--- src/rtl/shl_share_arbiter_pkg.sv ---
// ----------------------------------------------------------------------------
// shl_share_arbiter_pkg
//  Shared definitions for the shared-shifter arbiter:
//   - state_t : FSM state encoding (IDLE = 1'b0, EXEC = 1'b1)
//   - idw_for : requester-index width rule, clog2(NREQ) with a minimum of 1
// ----------------------------------------------------------------------------
package shl_share_arbiter_pkg;

    typedef enum logic {
        IDLE = 1'b0,
        EXEC = 1'b1
    } state_t;

    // The index width must be just wide enough to name every requester.
    function automatic int idw_for(input int nreq);
        int w;
        w = 0;
        while ((1 << w) < nreq) begin
            w = w + 1;
        end
        if (w == 0) begin
            w = 1;
        end
        return w;
    endfunction

endpackage

--- src/rtl/shl_share_arbiter_shl.sv ---
// ----------------------------------------------------------------------------
// shl_share_arbiter_shl
//  The shared combinational shift-left unit.
//  Logical shift with zero fill; bits shifted past the top are dropped, so any
//  shift amount of DATAWIDTH or more yields zero.
//  Ports:
//   a   in  DATAWIDTH  operand
//   sh  in  DATAWIDTH  shift amount
//   d   out DATAWIDTH  a << sh
// ----------------------------------------------------------------------------
module shl_share_arbiter_shl #(
    parameter int DATAWIDTH = 8
) (
    input  logic [DATAWIDTH-1:0] a,
    input  logic [DATAWIDTH-1:0] sh,
    output logic [DATAWIDTH-1:0] d
);

    assign d = a << sh;

endmodule

--- src/rtl/shl_share_arbiter.sv ---
// ----------------------------------------------------------------------------
// shl_share_arbiter
//  Lets NREQ requesters share one shift-left unit. A round-robin search picks
//  one requester per IDLE cycle, its operands are captured, shifted during the
//  following EXEC cycle, and the registered result is tagged with its index.
//  Ports:
//   Clk      in   1               clock, rising edge
//   Rst      in   1               synchronous reset, active-high
//   req      in   NREQ            per-requester request level
//   a_in     in   NREQ*DATAWIDTH  operands, requester i at [i*DATAWIDTH +: DATAWIDTH]
//   sh_in    in   NREQ*DATAWIDTH  shift amounts, packed like a_in
//   gnt      out  NREQ            registered one-hot grant pulse
//   d_out    out  DATAWIDTH       registered shift result (held between results)
//   d_valid  out  1               one-cycle pulse marking d_out/d_id valid
//   d_id     out  IDW             requester index owning d_out
//   busy     out  1               high while the shifter is executing
// ----------------------------------------------------------------------------
module shl_share_arbiter
    import shl_share_arbiter_pkg::*;
#(
    parameter int DATAWIDTH = 8,
    parameter int NREQ      = 4,
    parameter int IDW       = idw_for(NREQ)
) (
    input  logic                      Clk,
    input  logic                      Rst,
    input  logic [NREQ-1:0]           req,
    input  logic [NREQ*DATAWIDTH-1:0] a_in,
    input  logic [NREQ*DATAWIDTH-1:0] sh_in,
    output logic [NREQ-1:0]           gnt,
    output logic [DATAWIDTH-1:0]      d_out,
    output logic                      d_valid,
    output logic [IDW-1:0]            d_id,
    output logic                      busy
);

    state_t                state;
    state_t                next_state;
    logic [IDW-1:0]        ptr;
    logic [IDW-1:0]        win;
    logic [NREQ-1:0]       win_onehot;
    logic [DATAWIDTH-1:0]  op_a;
    logic [DATAWIDTH-1:0]  op_sh;
    logic [DATAWIDTH-1:0]  shl_res;
    logic [DATAWIDTH-1:0]  a_arr  [NREQ];
    logic [DATAWIDTH-1:0]  sh_arr [NREQ];

    // Search upward from the slot after the last winner, wrapping around, so
    // the most recent winner has the lowest priority next time.
    function automatic logic [IDW-1:0] rr_pick(input logic [NREQ-1:0] r,
                                               input logic [IDW-1:0]  p);
        logic [IDW-1:0] w;
        logic [IDW-1:0] cand;
        logic           found;
        w     = p;
        found = 1'b0;
        for (int k = 1; k <= NREQ; k++) begin
            cand = IDW'((int'(p) + k) % NREQ);
            if (!found && r[cand]) begin
                w     = cand;
                found = 1'b1;
            end
        end
        return w;
    endfunction

    // Split the packed operand buses into per-requester words.
    for (genvar i = 0; i < NREQ; i++) begin : g_unpack
        assign a_arr[i]  = a_in[i*DATAWIDTH +: DATAWIDTH];
        assign sh_arr[i] = sh_in[i*DATAWIDTH +: DATAWIDTH];
    end

    // Winner and its one-hot grant pattern for the current request vector.
    always_comb begin
        win        = rr_pick(req, ptr);
        win_onehot = NREQ'(1) << win;
    end

    // The shifter only ever sees the captured operands, so requesters may
    // change their inputs as soon as they have been granted.
    shl_share_arbiter_shl #(
        .DATAWIDTH (DATAWIDTH)
    ) u_shl (
        .a  (op_a),
        .sh (op_sh),
        .d  (shl_res)
    );

    // State register.
    always_ff @(posedge Clk) begin
        if (Rst) begin
            state <= IDLE;
        end else begin
            state <= next_state;
        end
    end

    // Next-state logic: any request moves to EXEC for exactly one cycle.
    always_comb begin
        next_state = state;
        case (state)
            IDLE:    if (|req) next_state = EXEC;
            EXEC:    next_state = IDLE;
            default: next_state = IDLE;
        endcase
    end

    // Output logic derived directly from the state.
    always_comb begin
        busy = (state == EXEC);
    end

    // Datapath registers. gnt and d_valid are pulses and clear by default;
    // d_out and d_id keep their last value until the next result or grant.
    // A reset discards any operation in flight.
    always_ff @(posedge Clk) begin
        if (Rst) begin
            ptr     <= IDW'(NREQ - 1);
            gnt     <= '0;
            d_out   <= '0;
            d_valid <= 1'b0;
            d_id    <= '0;
            op_a    <= '0;
            op_sh   <= '0;
        end else begin
            gnt     <= '0;
            d_valid <= 1'b0;
            case (state)
                IDLE: begin
                    if (|req) begin
                        op_a  <= a_arr[win];
                        op_sh <= sh_arr[win];
                        gnt   <= win_onehot;
                        d_id  <= win;
                        ptr   <= win;
                    end
                end
                EXEC: begin
                    d_out   <= shl_res;
                    d_valid <= 1'b1;
                end
                default: ;
            endcase
        end
    end

endmodule
--- config.mk ---
export PLATFORM = sky130hd
export DESIGN_NAME = shl_share_arbiter
export DESIGN_NICKNAME = d
export VERILOG_FILES = /design/src/rtl/shl_share_arbiter_pkg.sv /design/src/rtl/shl_share_arbiter_shl.sv /design/src/rtl/shl_share_arbiter.sv
export SDC_FILE = /design/constraint.sdc
export NUM_CORES = 1
export LEC_CHECK = 0
export BUFFER_PORTS_ARGS = -buffer_cell sky130_fd_sc_hd__buf_4
export CAP_MARGIN = 40
export CORE_MARGIN = 2
export CORE_UTILIZATION = 35
export CTS_CLUSTER_SIZE = 40
export DETAILED_ROUTE_END_ITERATION = 16
export PLACE_DENSITY_LB_ADDON = 0.15
export SLEW_MARGIN = 20
export SYNTH_ARGS = -nofsm -noshare
export SYNTH_HDL_FRONTEND = slang
export SYNTH_SLANG_ARGS = --single-unit
--- constraint.sdc ---
create_clock -name Clk -period 2.1 [get_ports Clk]
set_input_delay 0.42 -clock Clk [delete_from_list [all_inputs] [get_ports Clk]]
set_output_delay 0.42 -clock Clk [all_outputs]
set_load 0.01 [all_outputs]
==> Word-level counts from Yosys, hierarchy flattened <==
Index checks and enable logic that the tools add are counted.
W data, S select, Z words.
{ "op_classes": {"add_sub_neg": 4, "multipliers": 0, "div": 0, "n_lt_le_gt_ge": 5, "eq_ne": 0, "shifts": 2, "n_mux": 24, "bitwise": 3, "n_reduce_logical": 9} }
{ "op_table": {"columns": ["op", "count"], "rows": [
  ["$bmux W8 S2", 2],
  ["$mux W8", 4],
  ["$lt A2 B3 Y1 const B", 4],
  ["$mux W1", 9],
  ["$bmux W1 S2", 4],
  ["$mux W2", 4],
  ["$shl A8 B8 Y8", 1],
  ["$add A2 B1 Y2 const B", 2],
  ["$add A2 B2 Y2 const B", 2],
  ["$reduce_or A4 Y1", 1],
  ["$shl A1 B2 Y4 const A", 1],
  ["$ge A3 B3 Y1 const B", 1],
  ["$logic_and A1 B1 Y1", 3],
  ["$logic_not A1 Y1", 3],
  ["$not A2 Y3", 1],
  ["$reduce_or A3 Y1", 1],
  ["$not A1 Y1", 2],
  ["$pmux W1 S2", 1],
  ["$reduce_and A2 Y1", 1]
]} }
{ "word_totals": {"register_bits": 34, "latchBits": 0, "ram_bits": 0, "romBits": 0, "out_inout_bits": 16, "wordCells": 55, "mem_count": 0} }

==> Logic depth before layout (Yosys ltp) <==
Gate-level depths: netlist of the first run.
{ "depth": {"ltp_word": 17, "ltp_mapped": 8, "depth_no_buf": 5} }

==> Modules after synthesis <==
From an unflattened synthesis of the first run, not the netlist that was laid out.
{ "hier_totals": {"hier_cells": 196, "hier_area_um2": 1951.9} }
{ "modules_own_cells": {"columns": ["module", "n_inst", "cells_each", "area_per_inst_um2", "seq_area_each_um2"], "rows": [
  ["shl_share_arbiter", 1, 159, 1626.6, 680.7],
  ["shl_share_arbiter_shl", 1, 37, 325.3, 0.0]
]} }

==> Least setup slack after synthesis of the first run <==
OpenSTA, ideal clock, no wires.
{ "synth_timing": {"path_type": "reg2reg", "start": "register ptr[1]", "end": "register op_sh[2]", "setup_ps": 122, "arrival_time_ps": 1620, "required_ps": 1978, "path_slack_ps": 358, "stages_incl_launch_ff": 8, "path_buffers": 2, "synth_period_minus_slack_ps": 1742, "cell_sequence": "dfxtp_1 > buf_6 > mux2i_1 > nor2_2 > nor3_2 > buf_6 > mux2_4 > a221o_1"} }
{ "synth_between": {"elab_chain_cells": 17, "elab_cells_between_ends": 29, "cone_classes": "4 x add/sub; 18 x mux; 1 x bitwise; 6 x reduce/logical"} }
{ "synth_rtl": {"columns": ["item", "line", "text"], "rows": [
  ["start, declared", "shl_share_arbiter.sv:39", "logic [IDW-1:0] ptr;"],
  ["start signal, assigned", "shl_share_arbiter.sv:118", "ptr <= IDW'(NREQ - 1);"],
  ["start signal, assigned", "shl_share_arbiter.sv:135", "ptr <= win;"],
  ["$add A2 B1 Y2", "shl_share_arbiter.sv:58", "cand = IDW'((int'(p) + k) % NREQ);"],
  ["$bmux W1 S2", "shl_share_arbiter.sv:59", "if (!found && r[cand]) begin"],
  ["$mux W1 (not written as such)", "shl_share_arbiter.sv:59", null],
  ["$mux W1", "shl_share_arbiter.sv:59", null],
  ["$logic_not A1 Y1", "shl_share_arbiter.sv:59", null],
  ["$logic_and A1 B1 Y1", "shl_share_arbiter.sv:59", null],
  ["$mux W1", "shl_share_arbiter.sv:59", null],
  ["$logic_not A1 Y1", "shl_share_arbiter.sv:59", null],
  ["$logic_and A1 B1 Y1", "shl_share_arbiter.sv:59", null],
  ["$mux W1", "shl_share_arbiter.sv:59", null],
  ["$logic_not A1 Y1", "shl_share_arbiter.sv:59", null],
  ["$logic_and A1 B1 Y1", "shl_share_arbiter.sv:59", null],
  ["$mux W2 *", "shl_share_arbiter.sv:59", null],
  ["$not A2 Y3 (not written as such) *", "shl_share_arbiter.sv:132", "op_sh <= sh_arr[win];"],
  ["$bmux W8 S2 *", "shl_share_arbiter.sv:132", null],
  ["$mux W8 (not written as such) * (2 in series)", "shl_share_arbiter.sv:132", null],
  ["end signal, assigned", "shl_share_arbiter.sv:132", null],
  ["end, declared", "shl_share_arbiter.sv:43", "logic [DATAWIDTH-1:0] op_sh;"]
]} }
Mark *: on every way between the ends. The rest lies on a longest branch, timed or not. The select of a mux whose other input is x is not followed.
A chain may end at the register's enable or synchronous reset.

==> Worst setup path after layout of the first run <==
{ "layout_timing": {"start": "register ptr[1]", "end": "register op_a[0]"} }
{ "layout_between": {"elab_chain_cells": 17, "elab_cells_between_ends": 29, "cone_classes": "4 x add/sub; 18 x mux; 1 x bitwise; 6 x reduce/logical"} }
{ "layout_rtl": {"columns": ["item", "line", "text"], "rows": [
  ["$add A2 B1 Y2", "shl_share_arbiter.sv:58", null],
  ["$bmux W1 S2", "shl_share_arbiter.sv:59", null],
  ["$mux W1 (not written as such)", "shl_share_arbiter.sv:59", null],
  ["$mux W1", "shl_share_arbiter.sv:59", null],
  ["$logic_not A1 Y1", "shl_share_arbiter.sv:59", null],
  ["$logic_and A1 B1 Y1", "shl_share_arbiter.sv:59", null],
  ["$mux W1", "shl_share_arbiter.sv:59", null],
  ["$logic_not A1 Y1", "shl_share_arbiter.sv:59", null],
  ["$logic_and A1 B1 Y1", "shl_share_arbiter.sv:59", null],
  ["$mux W1", "shl_share_arbiter.sv:59", null],
  ["$logic_not A1 Y1", "shl_share_arbiter.sv:59", null],
  ["$logic_and A1 B1 Y1", "shl_share_arbiter.sv:59", null],
  ["$mux W2 *", "shl_share_arbiter.sv:59", null],
  ["$not A2 Y3 (not written as such) *", "shl_share_arbiter.sv:131", "op_a <= a_arr[win];"],
  ["$bmux W8 S2 *", "shl_share_arbiter.sv:131", null],
  ["$mux W8 (not written as such) * (2 in series)", "shl_share_arbiter.sv:131", null],
  ["end signal, assigned", "shl_share_arbiter.sv:131", null],
  ["end, declared", "shl_share_arbiter.sv:42", "logic [DATAWIDTH-1:0] op_a;"]
]} }
Marks and branches as above.

==> flow_summary.json, run 1 <==
{
  "insertedDiodeCount": 0,
  "drt-total-wl_um": 4258,
  "final-setup-viol-count": 0,
  "critical-path-top-delay-family": "multiplexers",
  "clkPwrFrac_pct": 29.3,
  "fmax_mhz": 533.4,
  "antenna_found_initial": 0,
  "tritoncts_clock_tree": "done",
  "finish.instance_area_mm2": 0.002655,
  "width_of_the_die_um": 76.96,
  "drc": 0,
  "synth_top_cells_by_area": "sky130_fd_sc_hd__dfxtp_1 37%, sky130_fd_sc_hd__mux2i_1 21%, sky130_fd_sc_hd__o221ai_1 7.1%, sky130_fd_sc_hd__mux4_2 4.8%, sky130_fd_sc_hd__nand2_1 3.4%",
  "gp_congestion": 0.6979,
  "pin_count_of_the_biggest_net_entering_global_routing": 34,
  "layout_commonest_cell": "sky130_fd_sc_hd__buf_4",
  "critical_path.endpoint_type": "flip-flop",
  "final_max_slew_viol_count": 0,
  "clock-root-buffer": "sky130_fd_sc_hd__clkbuf_8",
  "post_synthesis_sequential_area_ratio_pct": 36.53,
  "post-synth-top-area-cell": "sky130_fd_sc_hd__dfxtp_1",
  "reg2reg_depth": 6,
  "timing.critical_path.required_ns": 2.25,
  "placement_rows": 26,
  "irDropWorstVdd_uv": 359.5,
  "nets": 338,
  "post_synth_and_or_nand_nor_area_fraction_pct": 17.46,
  "signed_area_change_from_the_synthesized_netlist_to_the_final_layout_pct": 42.51,
  "critical_path_cell_count": 6,
  "design.core.area_mm2": 0.005107,
  "place_area_mm2": 0.002545,
  "grt_overflow": 0,
  "p_comb_share_pct": 28.5,
  "worst-r2r-setup-slack_ns": 0.23,
  "power_report.internal_total_mw": 1.370,
  "clk_pin_slew_ns": 0.07,
  "detailedRoute.firstIterationViolations": 38,
  "via_cell_ratio": 4.929,
  "hold_buffers": 0,
  "powerDensity_mw_per_mm2": 718.6,
  "final.min_clock_period_ns": 1.875,
  "grt_util_overall_pct": 15.25,
  "timing.critical_path.slowest_stage_cell": "sky130_fd_sc_hd__dfxtp_1",
  "drv.max_cap_violation_count": 0,
  "ys_warn_count": 0,
  "worst_clock_skew_ns": 0.005249,
  "status": "complete, no violations",
  "syn-instance-count": 185,
  "die_height_um": 76.96,
  "path_buf_inv": 1,
  "drt-pass1-iter-count": 4,
  "post-cts-setup-buffers": 0,
  "worst_path_most_repeated_cell": "sky130_fd_sc_hd__mux2i_1",
  "leakage_nw": 1.222,
  "timing.critical_path.fanout_max": 33,
  "ant_nets": 0,
  "route.vias.total": 1671,
  "cts_resized": 0,
  "synth_largest_type_area_fraction_pct": 36.53,
  "fin_crit_sh_pct": 89.28,
  "insertion_delay_of_the_later_clocked_pin_in_the_worst_skew_pair_ns": 0.28,
  "layout_common_cells": "88 x sky130_fd_sc_hd__buf_4, 40 x sky130_fd_sc_hd__mux2i_1, 34 x sky130_fd_sc_hd__dfxtp_1",
  "drt-wirelength-per-cell_um": 12.56,
  "htree_levels": 2,
  "hold_crit_class": "in -> reg",
  "synth_cell_type_count": 38,
  "io_buffer_count": 85,
  "syn-cell-area_mm2": 0.001863,
  "synth_compound_gate_area_share_pct": 13.70,
  "worstPathArrival_ns": 2.03,
  "global_route_wire_length_before_repair_um": 7479,
  "setup_total_negative_slack_ns": 0,
  "floorplan.initialDensity_pct": 36.48,
  "sequentialPowerShare_pct": 42.1,
  "min_delay_path_depth": 2,
  "cts-buffers-inserted": 5,
  "fraction_of_power_spent_switching_nets_pct": 28.18,
  "portion_of_netlist_area_occupied_by_mux_cells_pct": 27.13,
  "fp.dieArea_mm2": 0.005923,
  "dpl.hpwl_um": 3322,
  "timing.slew.headroom_pct": 68.50,
  "path_type_of_the_worst_setup_path": "reg -> reg",
  "design.portCount": 86,
  "power.switching_mw": 0.5376,
  "synth_xor_area_share_pct": 0,
  "avgSynthCellArea_um2": 10.07,
  "clock_sinks": 34,
  "worstPathCellList": "mux2i_1, nor2_2, nor3_4, buf_12, mux2i_1, o221ai_1",
  "final.fill_count": 518,
  "layout_cell_share_with_drive_strength_beyond_1_pct": 42.01,
  "ys_seq_elements": 34,
  "rsz_0062_raised_after_global_routing": "false",
  "hold_viol": 0,
  "cts_max_path_buffers": 2,
  "tightestPinTransition_ns": 0.4718,
  "critPathMaxStageDelay_ns": 0.47,
  "setup.worst_path.start_class": "flip-flop",
  "synth_fa_ha_area_share_pct": 0,
  "synth_nets": 255,
  "grt_pass1_vias": 1699,
  "synth_top_family_by_area": "multiplexers"
}
[worst register-to-register path: stages (launching register included)]
cell	delay [ns]
sky130_fd_sc_hd__dfxtp_1	0.47
sky130_fd_sc_hd__mux2i_1	0.25
sky130_fd_sc_hd__nor2_2	0.07
sky130_fd_sc_hd__nor3_4	0.29
sky130_fd_sc_hd__buf_12	0.27
sky130_fd_sc_hd__mux2i_1	0.26
sky130_fd_sc_hd__o221ai_1	0.13
[through the flow]
stage	utilization [%]	power (mW)	setup slack, ns	cells	hold slack, ns
after floorplan	-	1.177	0.3579	185	0.4237
after detailed placement	49.83	1.373	0.2220	331	0.4523
after CTS	51.98	1.930	0.2117	339	0.4136
after global placement	49.83	1.369	0.2179	331	0.4493
after global routing	51.98	2.019	0.04577	339	0.4370
final	51.98	1.908	0.2252	339	0.4193
[cell families after synthesis]
group	count (synthesis)
AOI/OAI and AO/OA	32
DFF	34
and+or+nand+nor	60
buffers and inverters	14
muxes	45
[flip-flops by register name, indices dropped and copies added, names as in the netlist]
| signal | count |
|---|---|
| busy | 1 |
| d_id | 2 |
| d_out | 8 |
| d_valid | 1 |
| gnt | 4 |
| op_a | 8 |
| op_sh | 8 |
| ptr | 2 |
[final cells by class]
cell class | count | area (µm²) | area share, %
clock buffer | 8 | 110.1 | 4.147
inverter | 1 | 3.754 | 0.1414
multi-input combinational | 137 | 1092 | 41.14
sequential | 34 | 680.7 | 25.64
tap | 70 | 87.58 | 3.299
timing repair buffer | 89 | 680.7 | 25.64
[layer usage]
layer / wire, µm / track usage [%] / up-vias
met5: 0 / 0 / -
li1: - / - / 856
met3: 267 / 3.647 / 5
met2: 1814 / 23.07 / 55
met4: 46 / 6.000 / 0
met1: 2130 / 20.88 / 755
[Yosys cell counts (all sizes together)]
library cell  count
mux2i            40
dfxtp            34
nand2            18
nor2             18
o221ai           15
buf              10
a21oi             8
nand2b            5
nor3              5
mux4              4
a22o              3
clkbuf            3
nand3             3
nor2b             2
nor4              2
or3               2
a211o             1
a221o             1
a2bb2oi           1
a32o              1
and2              1
and3b             1
inv               1
mux2              1
nor3b             1
o21bai            1
o31ai             1
or2               1
or4               1
[power by group through the flow]
stage	Clock, mW	Sequential (mW)	Combinational [mW]
after floorplan	0	0.779	0.398
after global placement	0	0.819	0.550
after detailed placement	0	0.821	0.552
after CTS	0.571	0.806	0.553
after global routing	0.600	0.820	0.600
final	0.560	0.804	0.545
[worst paths after layout]
kind                                       startpoint               endpoint
worst max-delay path              ptr[1]$_SDFFE_PP1P_   op_a[0]$_SDFFE_PP0P_
worst min-delay path                              Rst     d_valid$_SDFF_PP0_
worst max register to register    ptr[1]$_SDFFE_PP1P_   op_a[0]$_SDFFE_PP0P_
worst min register to register  op_sh[5]$_SDFFE_PP0P_  op_sh[5]$_SDFFE_PP0P_
Note: power is estimated with default switching activity, not from simulation.
==> run 2, diff against run 1 <==
--- a/config.mk
+++ b/config.mk
@@ -5,6 +5,7 @@
 export SDC_FILE = /design/constraint.sdc
 export NUM_CORES = 1
 export LEC_CHECK = 0
+export ABC_AREA = 1
 export BUFFER_PORTS_ARGS = -buffer_cell sky130_fd_sc_hd__buf_4
 export CAP_MARGIN = 40
 export CORE_MARGIN = 2
==> flow_summary.json, run 2 <==
{
  "width_of_the_die_um": 85.30,
  "ant_nets": 0,
  "drt-total-wl_um": 5749,
  "place_area_mm2": 0.002988,
  "dpl.hpwl_um": 4535,
  "post_synthesis_sequential_area_ratio_pct": 29.42,
  "final.min_clock_period_ns": 1.801,
  "tightestPinTransition_ns": 0.4291,
  "io_buffer_count": 85,
  "finish.instance_area_mm2": 0.003110,
  "tritoncts_clock_tree": "done",
  "antenna_found_initial": 0,
  "critical_path.endpoint_type": "flip-flop",
  "worstPathArrival_ns": 2.04,
  "clock-root-buffer": "sky130_fd_sc_hd__clkbuf_8",
  "ys_seq_elements": 34,
  "synth_compound_gate_area_share_pct": 8.221,
  "fp.dieArea_mm2": 0.007276,
  "leakage_nw": 1.727,
  "post_synth_and_or_nand_nor_area_fraction_pct": 50.89,
  "worstHoldStart": "d_out[6]$_SDFFE_PP0P_",
  "post-cts-setup-buffers": 0,
  "core_occupancy_in_the_finished_layout_pct": 48.71,
  "setup_total_negative_slack_ns": 0,
  "powerDensity_mw_per_mm2": 1272,
  "final_max_slew_viol_count": 0,
  "grt_util_met2_pct": 26.99,
  "synth_fa_ha_area_share_pct": 0,
  "drt-pass1-iter-count": 4,
  "grt_util_overall_pct": 16.67,
  "final.fill_count": 691,
  "post-synth-top-area-cell": "sky130_fd_sc_hd__dfxtp_1",
  "min_delay_path_depth": 2,
  "gp_congestion": 0.8145,
  "global_route.usage.met1_pct": 21.95,
  "fin_crit_sh_pct": 85.78,
  "clock_sinks": 34,
  "layout_common_cells": "170 x sky130_fd_sc_hd__nand2_1, 91 x sky130_fd_sc_hd__buf_4, 42 x sky130_fd_sc_hd__nand3_1",
  "critical-path-top-delay-family": "simple AND/OR/NAND/NOR gates",
  "layout_cell_share_with_drive_strength_beyond_1_pct": 28.36,
  "critPathMaxStageDelay_ns": 0.39,
  "reg2reg_depth": 16,
  "pin_count_of_the_biggest_net_entering_global_routing": 29,
  "worst_clock_skew_ns": 0.006151,
  "cts-buffers-inserted": 5,
  "rr_startpoint": "ptr[0]$_SDFFE_PP1P_",
  "hold_buffers": 0,
  "irDropWorstVdd_uv": 564.3,
  "design.portCount": 86,
  "synth_xor_area_share_pct": 0,
  "timing.critical_path.slowest_stage_cell": "sky130_fd_sc_hd__dfxtp_4",
  "hold_crit_class": "reg -> reg",
  "via_cell_ratio": 4.537,
  "htree_levels": 2,
  "grt_pass1_vias": 2279,
  "avgSynthCellArea_um2": 5.917,
  "postSynth.topFlopCell": "sky130_fd_sc_hd__dfxtp_1",
  "critical_path_cell_count": 16,
  "worst_path_most_repeated_cell": "sky130_fd_sc_hd__nand2_1",
  "cts_resized": 0,
  "die_height_um": 85.30,
  "floorplan.initialDensity_pct": 36.23,
  "synthArstFlopShare_pct": 0,
  "placement_rows": 29,
  "syn-cell-area_mm2": 0.002313,
  "portion_of_netlist_area_occupied_by_mux_cells_pct": 0,
  "fmax_mhz": 555.2,
  "synth_cell_type_count": 25,
  "hold_viol": 0,
  "syn-instance-count": 391,
  "insertedDiodeCount": 0,
  "ys_warn_count": 0,
  "synth_largest_type_area_fraction_pct": 29.42,
  "signed_area_change_from_the_synthesized_netlist_to_the_final_layout_pct": 34.45,
  "setup.worst_path.start_class": "flip-flop",
  "status": "complete, no violations",
  "clk_pin_slew_ns": 0.07,
  "drt-wirelength-per-cell_um": 10.40,
  "nets": 545,
  "insertion_delay_of_the_later_clocked_pin_in_the_worst_skew_pair_ns": 0.29,
  "worstPathCellList": "inv_8, nand2_1, nand2_1, nand2_1, nand2_2, nand2_4, nand2_4, nand2_4, nand2_2, buf_4, nand2_1, nand2_1, nand2_1, nand3_1, nand2_1, inv_1",
  "drv.max_cap_violation_count": 0,
  "path_type_of_the_worst_setup_path": "reg -> reg",
  "timing.slew.headroom_pct": 71.29,
  "drc": 0,
  "final-setup-viol-count": 0,
  "route.vias.total": 2509,
  "grt_overflow": 0,
  "gr-max-usage-layer": "met2",
  "critical_path.startpoint": "ptr[0]$_SDFFE_PP1P_",
  "yosys.cell_count.top_type": "sky130_fd_sc_hd__nand2_1",
  "cts_max_path_buffers": 2,
  "layout_commonest_cell": "sky130_fd_sc_hd__nand2_1",
  "path_buf_inv": 3,
  "synth_nets": 461,
  "synth_top_family_by_area": "simple AND/OR/NAND/NOR gates",
  "design.core.area_mm2": 0.006386,
  "timing.critical_path.fanout_max": 21,
  "rsz_0062_raised_after_global_routing": "false",
  "timing.critical_path.required_ns": 2.34,
  "number_of_enable_flip_flop_cells_after_synthesis": 0,
  "synth.cells.most_frequent": "170 x sky130_fd_sc_hd__nand2_1, 42 x sky130_fd_sc_hd__nand3_1, 35 x sky130_fd_sc_hd__inv_1, 34 x sky130_fd_sc_hd__dfxtp_1, 23 x sky130_fd_sc_hd__nand2_2",
  "groute.layer.met3.usage_pct": 4.377,
  "global_route_wire_length_before_repair_um": 10020,
  "largest_registers": "d_out: 8 flops, op_a: 8 flops, op_sh: 8 flops",
  "detailedRoute.firstIterationViolations": 105,
  "synth_top_cells_by_area": "sky130_fd_sc_hd__dfxtp_1 29%, sky130_fd_sc_hd__nand2_1 28%, sky130_fd_sc_hd__nand3_1 9.1%, sky130_fd_sc_hd__nand2_2 6.2%, sky130_fd_sc_hd__inv_1 5.7%"
}
-- run 2: cell count changes in the layout (fill, tap and decap cells not counted), sizes merged, moves of 3 or more --
cell,delta
inv,+38
nand2b,-5
nor2,+4
mux2i,-40
clkinv,+3
nand2,+180
a21oi,+12
nand3,+41
mux4,-4
clkbuf,-3
nor3,-5
o21ai,+13
o221ai,-15
-- run 2: through the flow --
stage / hold WS, ns / instances / worst slack, ns / total power [mW]
after detailed placement: 0.4431 / 545 / 0.1023 / 3.379
after floorplan: 0.4757 / 391 / 0.3963 / 2.904
after global routing: 0.4698 / 553 / 0.03678 / 4.423
after global placement: 0.4438 / 545 / 0.1557 / 3.355
final: 0.4524 / 553 / 0.2987 / 3.956
after CTS: 0.4562 / 553 / 0.07342 / 3.987
-- run 2: path summary, 6_finish.rpt --
kind	slack [ns]	end
worst max-delay path	0.30	op_sh[3]$_SDFFE_PP0P_
worst min register to register	0.45	d_out[6]$_SDFFE_PP0P_
worst min-delay path	0.45	d_out[6]$_SDFFE_PP0P_
worst max register to register	0.30	op_sh[3]$_SDFFE_PP0P_
-- run 2: where the power goes --
part           total, mW  switching (mW)  internal [mW]
Sequential         0.983           0.145          0.838
Combinational       2.39            1.52          0.868
Clock              0.583           0.235          0.349
-- run 2: logic make-up after synthesis --
logic type	Yosys count
AND/OR/NAND/NOR	267
buffers and inverters	54
AO/OA/AOI/OAI	36
flip-flops	34
-- run 2: layer usage --
metal	up-vias	part of all wire, %
met2	62	46
met3	6	6.1
met1	1055	47
li1	1386	-
met5	-	0
met4	0	0.89
-- run 2: tightest hold or removal path, cell delays in order (launching register included) --
cell and delay, ns:
sky130_fd_sc_hd__dfxtp_1 0.31, sky130_fd_sc_hd__nand2_1 0.06, sky130_fd_sc_hd__nand2_1 0.04
-- run 2: layout make-up --
class	count	area (µm²)	area share [%]
multi-input combinational	303	1376	44.25
sequential	34	685.7	22.04
timing repair buffer	91	683.2	21.96
inverter	40	160.2	5.149
tap	77	96.34	3.097
clock buffer	5	68.82	2.212
clock inverter	3	40.04	1.287
